<file path="config.mk">
export PLATFORM = sky130hd
export DESIGN_NAME = reg_file
export DESIGN_NICKNAME = d
export VERILOG_FILES = /design/src/rtl/reg_file.sv
export SDC_FILE = /design/constraint.sdc
export NUM_CORES = 2
export LEC_CHECK = 0
export ABC_AREA = 0
export CAP_MARGIN = 20
export CORE_MARGIN = 8
export CORE_UTILIZATION = 61
export CTS_BUF_LIST = sky130_fd_sc_hd__clkbuf_4 sky130_fd_sc_hd__clkbuf_8
export DETAILED_ROUTE_END_ITERATION = 7
export DONT_BUFFER_PORTS = 1
export PLACE_DENSITY = 0.78
export SKIP_LAST_GASP = 1
export SYNTH_ARGS = -nofsm -noshare
export SYNTH_HDL_FRONTEND = slang
export SYNTH_SLANG_ARGS = --single-unit
</file>
<file path="constraint.sdc">
create_clock -name clk -period 3.1 [get_ports clk]
set_input_delay 0.62 -clock clk [delete_from_list [all_inputs] [get_ports clk]]
set_output_delay 0.62 -clock clk [all_outputs]
set_load 0.02 [all_outputs]
</file>
<file path="src/rtl/reg_file.sv">
// RV64IM integer register file: x0..x31 (64-bit), two combinational read ports, one clocked write port.
// Define REGFILE_BYPASS_EN to forward same-cycle write data onto matching read ports.
module reg_file (
  input  logic        clk,
  input  logic        rst_n,
  input  logic [4:0]  reg1,
  input  logic [4:0]  reg2,
  input  logic [4:0]  reg_write,
  input  logic [63:0] reg_write_data,
  input  logic        reg_write_enable,
  output logic [63:0] reg1_data,
  output logic [63:0] reg2_data
);

  localparam int XLEN  = 64;
  localparam int NREGS = 32;

  // x0 is hardwired to zero, so storage starts at index 1.
  logic [XLEN-1:0] regs [1:NREGS-1];
  logic            write_hit;

  assign write_hit = reg_write_enable && (reg_write != 5'd0);

  always_ff @(posedge clk or negedge rst_n) begin
    if (!rst_n) begin
      // NOTE: these are discrete flops, not a RAM macro, so clearing every entry
      // on reset is intended; an SRAM-based file could not be reset this way.
      for (int i = 1; i < NREGS; i++) begin
        // NOTE: non-blocking assignment keeps every flop update on the clock edge
        // race-free with respect to the combinational readers.
        regs[i] <= '0;
      end
    end else if (write_hit) begin
      regs[reg_write] <= reg_write_data;
    end
  end

  always_comb begin
    // NOTE: default first so every path assigns the outputs and no latch is inferred.
    reg1_data = '0;
    reg2_data = '0;
    if (reg1 != 5'd0) reg1_data = regs[reg1];
    if (reg2 != 5'd0) reg2_data = regs[reg2];
`ifdef REGFILE_BYPASS_EN
    // Forwarding is suppressed under reset so the ports read zero while it is held.
    if (rst_n && write_hit && (reg1 == reg_write)) reg1_data = reg_write_data;
    if (rst_n && write_hit && (reg2 == reg_write)) reg2_data = reg_write_data;
`endif
  end

endmodule

</file>
==> summary.md <==
| Metric | Value |
|---|---|
| Status | finished with violations |
| Violated checks | max-slew violations, negative setup slack |
| Max Cap Violations | 0 |
| Number of global-route vias before repair | 80660 |
| Clk pwr share | 31.9% |
| Net Sw Power | 0.02334 W |
| Clk buf depth | 4 |
| Leading area contributor after synthesis | dfrtp_1 |
| Flops & latches, synth | 1984 |
| Sequential Power Share | 44.6% |
| Overflow after GRT | 0 |
| Row cnt | 153 |
| DR DRC count | 0 |
| Max Slew Vio Count | 768 |
| Worst EP arrival | 11.78 ns |
| Share of layout cells above drive strength 1 | 48.76% |
| CP max FO | 709 |
| First-pass GRT wire length | 525000 µm |
| Post-route ant nets | 0 |
| Mapped Nets | 8148 |
| Commonest non-fill, non-tap cell in the layout | mux2_2 |
| Vias per cell | 7.398 |
| Commonest non-fill, non-tap cells in the layout | 2084 x mux2_2, 1984 x dfrtp_1, 1278 x mux2i_1 |
| Root Buffer | clkbuf_8 |
| Switch share | 29.63% |
| Critical Path, Cell by Cell | mux4_2 > a22o_1 > a31oi_2 > nor3_4 > buf_6 > buf_6 |
| Mean Syn Cell Area | 13.13 µm² |
| Die Area | 0.1873 mm² |
| Critical path's largest stage delay | 4.74 ns |
| Synth unique cells | 35 |
| Clock-pin slew on the worst setup and hold paths | 0.06 ns |
| Max-slew headroom | -683.1% |
| Setup violators final | 128 |
| Crit path capture type | primary output |
| Int Pwr | 0.05544 W |
| Power density cells | 621.7 mW/mm² |
| Critical path data required time | 2.48 ns |
| Final Cycle Share | 400.0% |
| Crit-path most repeated cell | buf_6 |
| Worst setup margin | -9.299 ns |
| Critical-path top delay cell | mux4_2 |
| CTS buffer count | 340 |
| Delay-heaviest family, CP | multiplexers |
| Logic pwr share | 23.5% |
| Warnings, synthesis | 0 |
| Routed len/inst | 34.82 µm |
| Drt pass-1 iters | 8 |
| Initial antenna violation count | 27 |
| Seq/Total Area, Yosys | 46.87% |
| Crit path launch type | input port |
| Area Overhead vs Synth | 19.62% |
| RSZ-0062 raised after global routing | true |
| Largest register FFs | 1984 |
| Worst VDD drop | 0.5726 mV |
| Slew @ Worst Pin | 11.75 ns |
| Hold Crit Class | input port to flop |
| CTS H-tree depth | 5 |
| Min cycle time layout | 12.40 ns |
| Post-Synthesis Cells | 8066 |
| Fill count | 10180 |
| Fin. Hold Viols | 0 |
| Drt total wl | 379800 µm |
| Total GRT Usage | 36.95% |
| Initial Util | 61.15% |
| Fin nets | 8419 |
| DIE WIDTH | 432.7 µm |
| First-iteration detailed-routing DRC count | 11370 |
| CP Class | input port to primary output |
| Clock Skew | 0 ns |
| Biggest regs | regs: 1984 flops |
| WP buf/inv | 2 |
| Max Clk Rate | 80.65 MHz |
| Clk Latency, worst-skew pair | 1.10 ns |
| Dpl hpwl | 198100 µm |
| CTS tree | built |
| Via count | 80710 |
| IO Pins | 210 |
| IO buf count | 0 |
| Largest Register | regs |
| LEAKAGE | 56.87 nW |
| Gpl congestion | 0.8748 |
| Clock sink count | 1984 |
| DIE HEIGHT | 432.7 µm |
| Largest net degree at the start of global routing | 710 |
| Core area | 0.1732 mm² |
| Total power | 0.07879 W |
| Synthesized cell area | 0.1059 mm² |
| Top cells by area, synth | dfrtp_1 47%, mux2_2 22%, mux2i_1 12%, mux4_2 5.4%, o22ai_1 3.0% |
| Hold Slack | 0.08326 ns |
| Top cell type's share of synthesized area | 46.87% |
logic make-up after synthesis:
kind of cell           count (synthesis)  synth area share, %
AND/OR/NAND/NOR                      543                2.797
flip-flops                          1984                46.87
AO/OA/AOI/OAI                       1024                6.765
buffers and inverters                867                3.586
multiplexers                        3648                39.99
metal layers:
metal | global-route usage, % | up-vias | share of wire (%)
li1 | - | 31290 | -
met1 | 46.52 | 41400 | 35
met2 | 56.36 | 6111 | 44
met3 | 9.296 | 1900 | 12
met4 | 25.45 | 10 | 8.6
met5 | 0 | - | 0.020
per-stage QoR:
stage          instances  utilization (%)  worst slack [ns]  TNS [ns]  cell area (µm²)
6_report           10910            73.14            -9.299   -492.29           126700
2_1_floorplan       8066                -           0.02728         0           106000
4_1_cts            10760            70.92           -0.3282    -26.08           122900
3_3_place_gp       10100            64.67           -0.7951    -23.24           112000
3_5_place_dp       10100            64.67           -0.7262    -15.21           112000
5_1_grt            10900            73.14            -1.051    -80.83           126700
what timing repair did:
item / CTS / global route
endpoints found under the hold margin: 2225 / 0
pin swaps: 228 / 193
setup buffers: 87 / 82
resized for setup: 516 / 304
cloned: 4 / 33
setup endpoints to repair: 128 / 128
hold buffers: 74 / 0
worst paths after layout:
path,from,to,slack [ns],cells past startpoint
max reg2reg,regs[914],regs[914],1.73,2
min reg2reg,regs[1229],regs[1229],0.52,1
max in group asynchronous,rst_n,regs[685],1.68,3
max,reg1[0],reg1_data[24],-9.30,6
min,reg_write[0],regs[1936],0.08,3
min in group asynchronous,rst_n,regs[462],0.13,2
power groups by stage:
stage,Clock [W],Sequential (W),Combinational [W]
floorplan,0,0.0339,0.0116
global placement,0,0.0346,0.0144
detailed placement,0,0.0351,0.0149
CTS,0.0250,0.0347,0.0164
global route,0.0263,0.0356,0.0190
finish,0.0251,0.0352,0.0185
cell usage after synthesis, drive strengths merged:
| master | instances |
|---|---|
| nand2b | 11 |
| buf | 393 |
| nand2 | 19 |
| mux2i | 1280 |
| a22oi | 128 |
| mux2 | 2112 |
| dfrtp | 1984 |
| clkbuf | 474 |
| nand4 | 1 |
| and3 | 3 |
| nor3b | 2 |
| a211oi | 80 |
| and3b | 1 |
| and2 | 3 |
| a21oi | 80 |
| a31oi | 48 |
| or2 | 5 |
| o22ai | 512 |
| nor2 | 14 |
| nor3 | 307 |
| nor2b | 91 |
| nand3 | 4 |
| or3 | 1 |
| nand4b | 1 |
| a22o | 48 |
| nor4 | 80 |
| a221o | 128 |
| mux4 | 256 |
cell type report:
type / count / area [µm²] / share of cell area, %
Timing Repair Buffer: 795 / 10260 / 8.096
Antenna cell: 21 / 52.55 / 0.04147
Tap cell: 2325 / 2909 / 2.296
Multi-Input combinational cell: 5216 / 56810 / 44.83
Sequential cell: 1984 / 49650 / 39.18
Clock buffer: 525 / 6594 / 5.203
Clock inverter: 43 / 442.9 / 0.3495
tightest hold or removal path: cells and delay by family:
| kind | cells | cell delay [ns] |
|---|---|---|
| muxes | 1 | 0.18 |
| and+or+nand+nor | 2 | 0.34 |
Note: power is estimated with default switching activity, not from simulation.
